--- config.mk ---
export PLATFORM = sky130hd
export DESIGN_NAME = adder_pipelined
export DESIGN_NICKNAME = d
export VERILOG_FILES = /design/src/rtl/adder_pipelined.sv
export SDC_FILE = /design/constraint.sdc
export NUM_CORES = 1
export LEC_CHECK = 0
export ABC_AREA = 1
export BUFFER_PORTS_ARGS = -buffer_cell sky130_fd_sc_hd__buf_4
export CAP_MARGIN = 15
export CORE_ASPECT_RATIO = 1.1
export CORE_MARGIN = 10
export CORE_UTILIZATION = 35
export CTS_CLUSTER_DIAMETER = 100
export CTS_CLUSTER_SIZE = 28
export DETAILED_ROUTE_END_ITERATION = 6
export PLACE_DENSITY = 0.63
export SLEW_MARGIN = 20
export SYNTH_ARGS = -nofsm -noshare
export SYNTH_HDL_FRONTEND = slang
export SYNTH_SLANG_ARGS = --single-unit
--- constraint.sdc ---
create_clock -name clk -period 2.9 [get_ports clk]
set_clock_uncertainty 0.2 [all_clocks]
set_input_delay 0.58 -clock clk [delete_from_list [all_inputs] [get_ports clk]]
set_output_delay 0.58 -clock clk [all_outputs]
set_load 0.01 [all_outputs]
--- src/rtl/adder_pipelined.sv ---
// Pipelined N-bit adder/subtractor. The carry chain is split into STAGES chunks,
// with one chunk resolved per register stage, and a valid/ready handshake at both ends.
module adder_pipelined #(
  parameter int N      = 32,
  parameter int STAGES = 4
) (
  input  logic         clk,
  input  logic         rst,
  input  logic         in_valid,
  output logic         in_ready,
  input  logic [N-1:0] a,
  input  logic [N-1:0] b,
  input  logic         c_in,
  input  logic         sub,
  output logic         out_valid,
  input  logic         out_ready,
  output logic [N-1:0] sum,
  output logic         c_out,
  output logic         overflow,
  output logic         zero
);
  localparam int SAFE_STAGES = (STAGES < 1) ? 1 : STAGES;
  localparam int CHUNK       = N / SAFE_STAGES;
  localparam int LAST        = SAFE_STAGES - 1;

  if (STAGES < 1 || (N % SAFE_STAGES) != 0) begin : g_bad_params
    $error("adder_pipelined: STAGES must be >= 1 and must divide N");
  end

  logic adv;

  // The whole pipe moves in lockstep, so a stalled result freezes every stage.
  assign adv      = !out_valid || out_ready;
  assign in_ready = adv;

  for (genvar k = 0; k < SAFE_STAGES; k++) begin : g_stage
    localparam int LO   = k * CHUNK;  // first bit resolved by this stage
    localparam int HI_W = N - LO;     // operand bits not yet added on entry

    logic [HI_W-1:0]     a_in;
    logic [HI_W-1:0]     b_in;
    logic                cin_s;
    logic                v_in;
    logic [CHUNK-1:0]    s_chunk;
    logic                c_chunk;
    logic [LO+CHUNK-1:0] sum_n;
    logic                v_q;
    logic                c_q;
    logic [LO+CHUNK-1:0] sum_q;

    if (k == 0) begin : g_src
      // Subtraction is a + ~b + 1, so the forced carry-in replaces c_in.
      assign a_in  = a;
      assign b_in  = sub ? ~b : b;
      assign cin_s = sub | c_in;
      assign v_in  = in_valid;
      assign sum_n = s_chunk;
    end else begin : g_src
      assign a_in  = g_stage[k-1].g_fwd.a_q;
      assign b_in  = g_stage[k-1].g_fwd.b_q;
      assign cin_s = g_stage[k-1].c_q;
      assign v_in  = g_stage[k-1].v_q;
      assign sum_n = {s_chunk, g_stage[k-1].sum_q};
    end

    adder_n #(.W(CHUNK)) u_add (
      .a    (a_in[CHUNK-1:0]),
      .b    (b_in[CHUNK-1:0]),
      .cin  (cin_s),
      .sum  (s_chunk),
      .cout (c_chunk)
    );

    // NOTE: non-blocking assignments, so each stage captures its predecessor's
    // pre-edge value. The datapath is reset as well, so sum and the flags read 0
    // after reset instead of stale data.
    always_ff @(posedge clk) begin
      if (rst) begin
        v_q   <= 1'b0;
        c_q   <= 1'b0;
        sum_q <= '0;
      end else if (adv) begin
        v_q   <= v_in;
        c_q   <= c_chunk;
        sum_q <= sum_n;
      end
    end

    if (k < LAST) begin : g_fwd
      logic [HI_W-CHUNK-1:0] a_q;
      logic [HI_W-CHUNK-1:0] b_q;

      always_ff @(posedge clk) begin
        if (rst) begin
          a_q <= '0;
          b_q <= '0;
        end else if (adv) begin
          a_q <= a_in[HI_W-1:CHUNK];
          b_q <= b_in[HI_W-1:CHUNK];
        end
      end
    end

    if (k == LAST) begin : g_last
      logic ovf_q;
      logic zero_q;

      // At this point a_in and b_in hold the top chunk, so bit HI_W-1 is the sign bit.
      always_ff @(posedge clk) begin
        if (rst) begin
          ovf_q  <= 1'b0;
          zero_q <= 1'b0;
        end else if (adv) begin
          ovf_q  <= (a_in[HI_W-1] == b_in[HI_W-1]) && (sum_n[N-1] != a_in[HI_W-1]);
          zero_q <= (sum_n == '0);
        end
      end
    end
  end

  assign out_valid = g_stage[LAST].v_q;
  assign sum       = g_stage[LAST].sum_q;
  assign c_out     = g_stage[LAST].c_q;
  assign overflow  = g_stage[LAST].g_last.ovf_q;
  assign zero      = g_stage[LAST].g_last.zero_q;

endmodule

// W-bit ripple adder with carry in and carry out; one instance per pipeline chunk.
module adder_n #(
  parameter int W = 8
) (
  input  logic [W-1:0] a,
  input  logic [W-1:0] b,
  input  logic         cin,
  output logic [W-1:0] sum,
  output logic         cout
);
  assign {cout, sum} = {1'b0, a} + {1'b0, b} + {{W{1'b0}}, cin};
endmodule

; ---- After elaboration in Yosys (flattened, before gate mapping)
; Index checks and enable logic that the tools add are counted.
[totals]
out_inout_bits = 37
register_bits = 186
wordCells = 37
[classes]
n_reduce_logical = 4
muxes = 1
addsub = 8
bitwise_logic = 2
eq_ne = 2
[ops]
columns = cell, n
row1 = adder 8 x 8 -> 9 bit, 4
row2 = adder 9 x 1 -> 9 bit, 4
row3 = zero test 32 bit, 1
row4 = two-way mux 32 bit, 1
row5 = inverter 32 bit, 1
row6 = equality test 1 bit, 1
row7 = logical AND 1 bit, 1
row8 = zero test 1 bit, 1
row9 = logical OR 1 bit, 1
row10 = inequality test 1 bit, 1
row11 = bitwise OR 1 bit, 1

; ---- Logic depth before layout (Yosys ltp)
[depth]
ltp_word = 4
ltp_mapped = 14

; ---- By module
; Synthesis repeated with hierarchy kept, for this count alone.
[unflattened]
hier_cells = 1081
hier_area_um2 = 8295.5
[by_module_without_submodules]
columns = module, n_inst, area_each_um2, seq_area_each_um2, cells_per_inst
row1 = adder_pipelined, 1, 6759.0, 3723.6, 845
row2 = adder_n, 4, 384.1, 0.0, 59

; ---- Least setup slack after synthesis
; No wires, ideal clock.
[synth_timing]
path_kind = input to register
start = in sub
end = reg g_stage[0].sum_q[6]
slack_ns = 0.047
arrival_ns = 2.539
path_stages = 10
required_time_ns = 2.586
path_cell_list = buf_2 -> buf_2 -> or2_2 -> fa_1 -> fa_1 -> nand4_1 -> nand3_2 -> xor2_1 -> o21bai_1 -> inv_1
[synth_between]
elab_chain_cells = 3
elab_cells_between_ends = 4
[synth_lines]
columns = element, line
row1 = start: declaration, 14  ; input logic sub,
row2 = two-way mux 32 bit, 54  ; assign b_in = sub ? ~b : b;
row3 = adder 8 x 8 -> 9 bit, 139  ; assign {cout, sum} = {1'b0, a} + {1'b0, b} + {{W{1'b0}}, cin};
row4 = adder 9 x 1 -> 9 bit (*), 139
row5 = end signal: assignment, 85  ; sum_q <= sum_n;
row6 = end: declaration, 49  ; logic [LO+CHUNK-1:0] sum_q;
; Mark *: on every way between the ends. The rest lies on a longest branch, timed or not.
; A chain may end at the register's enable or synchronous reset.

; ---- Final worst setup path
; Same ends and word-level chain as after synthesis.

==> flow_summary.rst <==
.. list-table::
   :header-rows: 1

   * - Metric
     - Value
   * - Run status
     - finished, final reports clean
   * - Setup crit start kind
     - input pin
   * - Row count
     - 58
   * - IO Port Bufs
     - 106
   * - Classification of the worst setup path
     - in2reg
   * - Total half-perimeter wirelength after legalization and detailed placement
     - 13.8 mm
   * - Transition time at the pin with the least slew margin
     - 569 ps
   * - Destination of the worst hold path
     - zero
   * - Maximum root-to-sink buffer count
     - 2
   * - Vias in the first global route
     - 6230
   * - Root Buffer
     - sky130_fd_sc_hd__clkbuf_16
   * - Lkg Pwr
     - 4.73 nW
   * - Nets in the synthesized netlist
     - 1141
   * - Resize count post-CTS
     - 0
   * - Cells on worst reg2reg path
     - 9
   * - First drt pass iteration count
     - 4
   * - Normalized max-slew margin
     - 0.621
   * - Chip height
     - 180 um
   * - Overall via count from detail_route
     - 6650
   * - Placed insts
     - 1386
   * - Sink Count
     - 186
   * - Total Routed Length
     - 19.3 mm
   * - Startpoint of the worst hold path
     - rst
   * - Die extent in x
     - 165 um
   * - Commonest non-fill, non-tap cells in the layout
     - sky130_fd_sc_hd__nor2_1 (239), sky130_fd_sc_hd__dfxtp_1 (186), sky130_fd_sc_hd__o21ai_0 (150)
   * - Register cell area after layout
     - 3720 um2
   * - Via density per instance
     - 4.69
   * - Clock insertion delay at the later pin of the skew report
     - 430 ps
   * - Final RePlAce weighted congestion
     - 0.864
   * - Tcrit/Tclk final
     - 0.805
   * - Number of buffers added for setup after CTS
     - 0
   * - CORE AREA
     - 22900 um2
   * - Synthesized cell area
     - 8120 um2
   * - Number of storage elements in the synthesis netlist
     - 186
   * - Unrepaired setup endpoints after global routing
     - false
   * - Worst hold path class
     - in2reg
   * - Area growth from synthesis to layout
     - 20.0%
   * - Starting Density
     - 0.355
   * - Total met3 wirelength after detailed routing
     - 856 um
   * - Crit. End Element
     - register
   * - Data arrival time of the critical path
     - 2460 ps
   * - Fin cells
     - 1417
   * - Most common flop cell mapped by yosys
     - sky130_fd_sc_hd__dfxtp_1
   * - Pin count of the biggest net entering global routing
     - 142
   * - WL/cell
     - 13.6 um
   * - Initial detailed-routing violation count
     - 394
   * - RR Startpoint
     - g_stage[2].c_q
   * - Average size of a mapped cell
     - 7.85 um2
   * - Cts-stage hold buffer count
     - 0
   * - Total number of yosys warnings
     - 0
   * - Power, Total
     - 6.00 mW
   * - Timing-limited maximum frequency
     - 0.428 GHz
   * - Clock-pin slew on the worst setup and hold paths
     - 70 ps
   * - Top sig layer
     - met4
   * - Clock buffer count from CTS
     - 17
   * - Library cells used by synthesis
     - 31
   * - Number of antenna violations at the first check in global routing
     - 0
   * - GRT overflow
     - 0
   * - Slack of the worst reg-to-reg path
     - 660 ps
   * - Remaining design rule violation count
     - 0
   * - Largest fanout of any net on the critical path
     - 3
   * - Number of maximum-capacitance constraint violations
     - 0
   * - Wire length the detailed router placed on met1
     - 9.47 mm
   * - First-pass GRT wire length
     - 31.4 mm
   * - Commonest non-fill, non-tap cell in the layout
     - sky130_fd_sc_hd__nor2_1
   * - Final #Nets
     - 1211
   * - R2R Path End
     - zero
   * - Met2 Wirelength
     - 8.67 mm
   * - Area taken by multi-input logic gates
     - 3830 um2
   * - Setup-failing EPs final
     - 0
   * - Number of I/O pins
     - 107
   * - Worst Path Required
     - 3030 ps
   * - Final Critical Period
     - 2330 ps
   * - Share of flip-flops with an asynchronous set or reset
     - 0
   * - Final Max Tran Viols
     - 0
   * - Fraction of final layout cells sized beyond drive strength 1
     - 0.148
   * - Setup total negative slack
     - 0 ps
   * - Number of fill cells in the layout
     - 2379
   * - PD cells
     - 616 nW/um2
   * - Total track usage
     - 0.129
   * - ANT cells
     - 0
   * - DRT antenna net count
     - 0
   * - Post-synthesis cell count
     - 1035
   * - Hold violation total from the final report
     - 0
   * - Utilization after layout
     - 0.426
   * - CTS tree
     - done
   * - Die Area
     - 29700 um2
   * - Sequential cell area fraction in the yosys report
     - 0.458
   * - CTS H-tree depth
     - 4
   * - Number of cells traversed by the worst hold path
     - 2
   * - Highest ir drop seen on vdd
     - 313 uV
   * - Count of flip-flops with a built-in enable after synthesis
     - 0
==> where the power goes <==
group,internal [mW],switching (mW),leakage (nW),total [mW]
clock,1.36,0.978,0.283,2.33
sequential,2.77,0.115,1.53,2.88
combinational,0.357,0.433,2.92,0.790
total,4.48,1.53,4.73,6.00
==> logic make-up (layout without fill, tap and decap cells) <==
| kind of cell | after synthesis | in the layout | synth area share |
|---|---|---|---|
| buffers and inverters | 137 | 219 | 0.0698 |
| AO/OA/AOI/OAI | 282 | 282 | 0.183 |
| flip-flops | 186 | 186 | 0.458 |
| adder cells (fa/ha/maj) | 36 | 36 | 0.0629 |
| XOR/XNOR | 48 | 48 | 0.0518 |
| AND/OR/NAND/NOR | 346 | 346 | 0.174 |
==> sequential cells by signal, summed over array words and instances, names as in the netlist <==
name	count
g_stage.g_fwd.b_q	48
c_out	1
zero	1
g_stage.v_q	3
g_stage.c_q	3
g_stage.sum_q	48
overflow	1
g_stage.g_fwd.a_q	48
sum	32
out_valid	1
==> stage by stage <==
step / instance area [um2] / worst slack, ps / hold WS, ps
6_report: 9750 / 566 / 163
5_1_grt: 9750 / 484 / 162
3_5_place_dp: 9150 / 112 / 234
3_3_place_gp: 9150 / 153 / 233
4_1_cts: 9750 / 575 / 158
2_1_floorplan: 8120 / 46.9 / 221
==> worst max-delay path by stage <==
stage / startpoint / endpoint / slack, ps / cells past startpoint
after floorplan: sub / g_stage[0].sum_q[6] / 50 / 10
after global placement: sub / g_stage[0].sum_q[6] / 150 / 9
after detailed placement: sub / g_stage[0].sum_q[6] / 110 / 9
after CTS: sub / g_stage[0].sum_q[6] / 570 / 9
after global routing: sub / g_stage[0].sum_q[6] / 480 / 9
final: sub / g_stage[0].sum_q[6] / 570 / 9
==> cell usage after synthesis (8+ instances only) <==
cell type	count	area, um2
sky130_fd_sc_hd__clkbuf_1	24	90.1
sky130_fd_sc_hd__inv_1	68	255
sky130_fd_sc_hd__nand2_1	60	225
sky130_fd_sc_hd__ha_1	28	350
sky130_fd_sc_hd__a21oi_1	72	360
sky130_fd_sc_hd__o21ai_1	29	145
sky130_fd_sc_hd__dfxtp_1	186	3720
sky130_fd_sc_hd__xor2_1	14	123
sky130_fd_sc_hd__fa_1	8	160
sky130_fd_sc_hd__nor2_1	239	897
sky130_fd_sc_hd__nand4_1	12	75.1
sky130_fd_sc_hd__o21ai_0	150	751
sky130_fd_sc_hd__nand3_1	18	90.1
sky130_fd_sc_hd__nand2_2	8	50.1
sky130_fd_sc_hd__o21bai_1	11	82.6
sky130_fd_sc_hd__xnor2_1	34	298
sky130_fd_sc_hd__o211ai_1	8	60.1
sky130_fd_sc_hd__buf_2	39	195
==> worst max-delay path, cell delays in order <==
cell and delay, ps:
sky130_fd_sc_hd__buf_4 140, sky130_fd_sc_hd__or2_2 300, sky130_fd_sc_hd__fa_1 440, sky130_fd_sc_hd__fa_1 450, sky130_fd_sc_hd__nand4_1 140, sky130_fd_sc_hd__nand3_2 90, sky130_fd_sc_hd__xor2_1 150, sky130_fd_sc_hd__o21bai_1 120
sky130_fd_sc_hd__inv_1 50
==> area by class of cell <==
cell class | count | area share
inverters | 73 | 0.0289
flip-flops and latches | 186 | 0.382
multi-input cells | 712 | 0.393
well taps | 300 | 0.0385
clock buffers | 21 | 0.0493
repair buffers | 115 | 0.0963
clock inverters | 10 | 0.0121
==> routing by layer <==
metal / vias to the layer above / global-route usage
met3: 18 / 0.0318
met1: 2980 / 0.172
li1: 3539 / -
met2: 113 / 0.198
met5: - / 0
met4: 0 / 0.0461
Power figures use the tool's default switching activity.
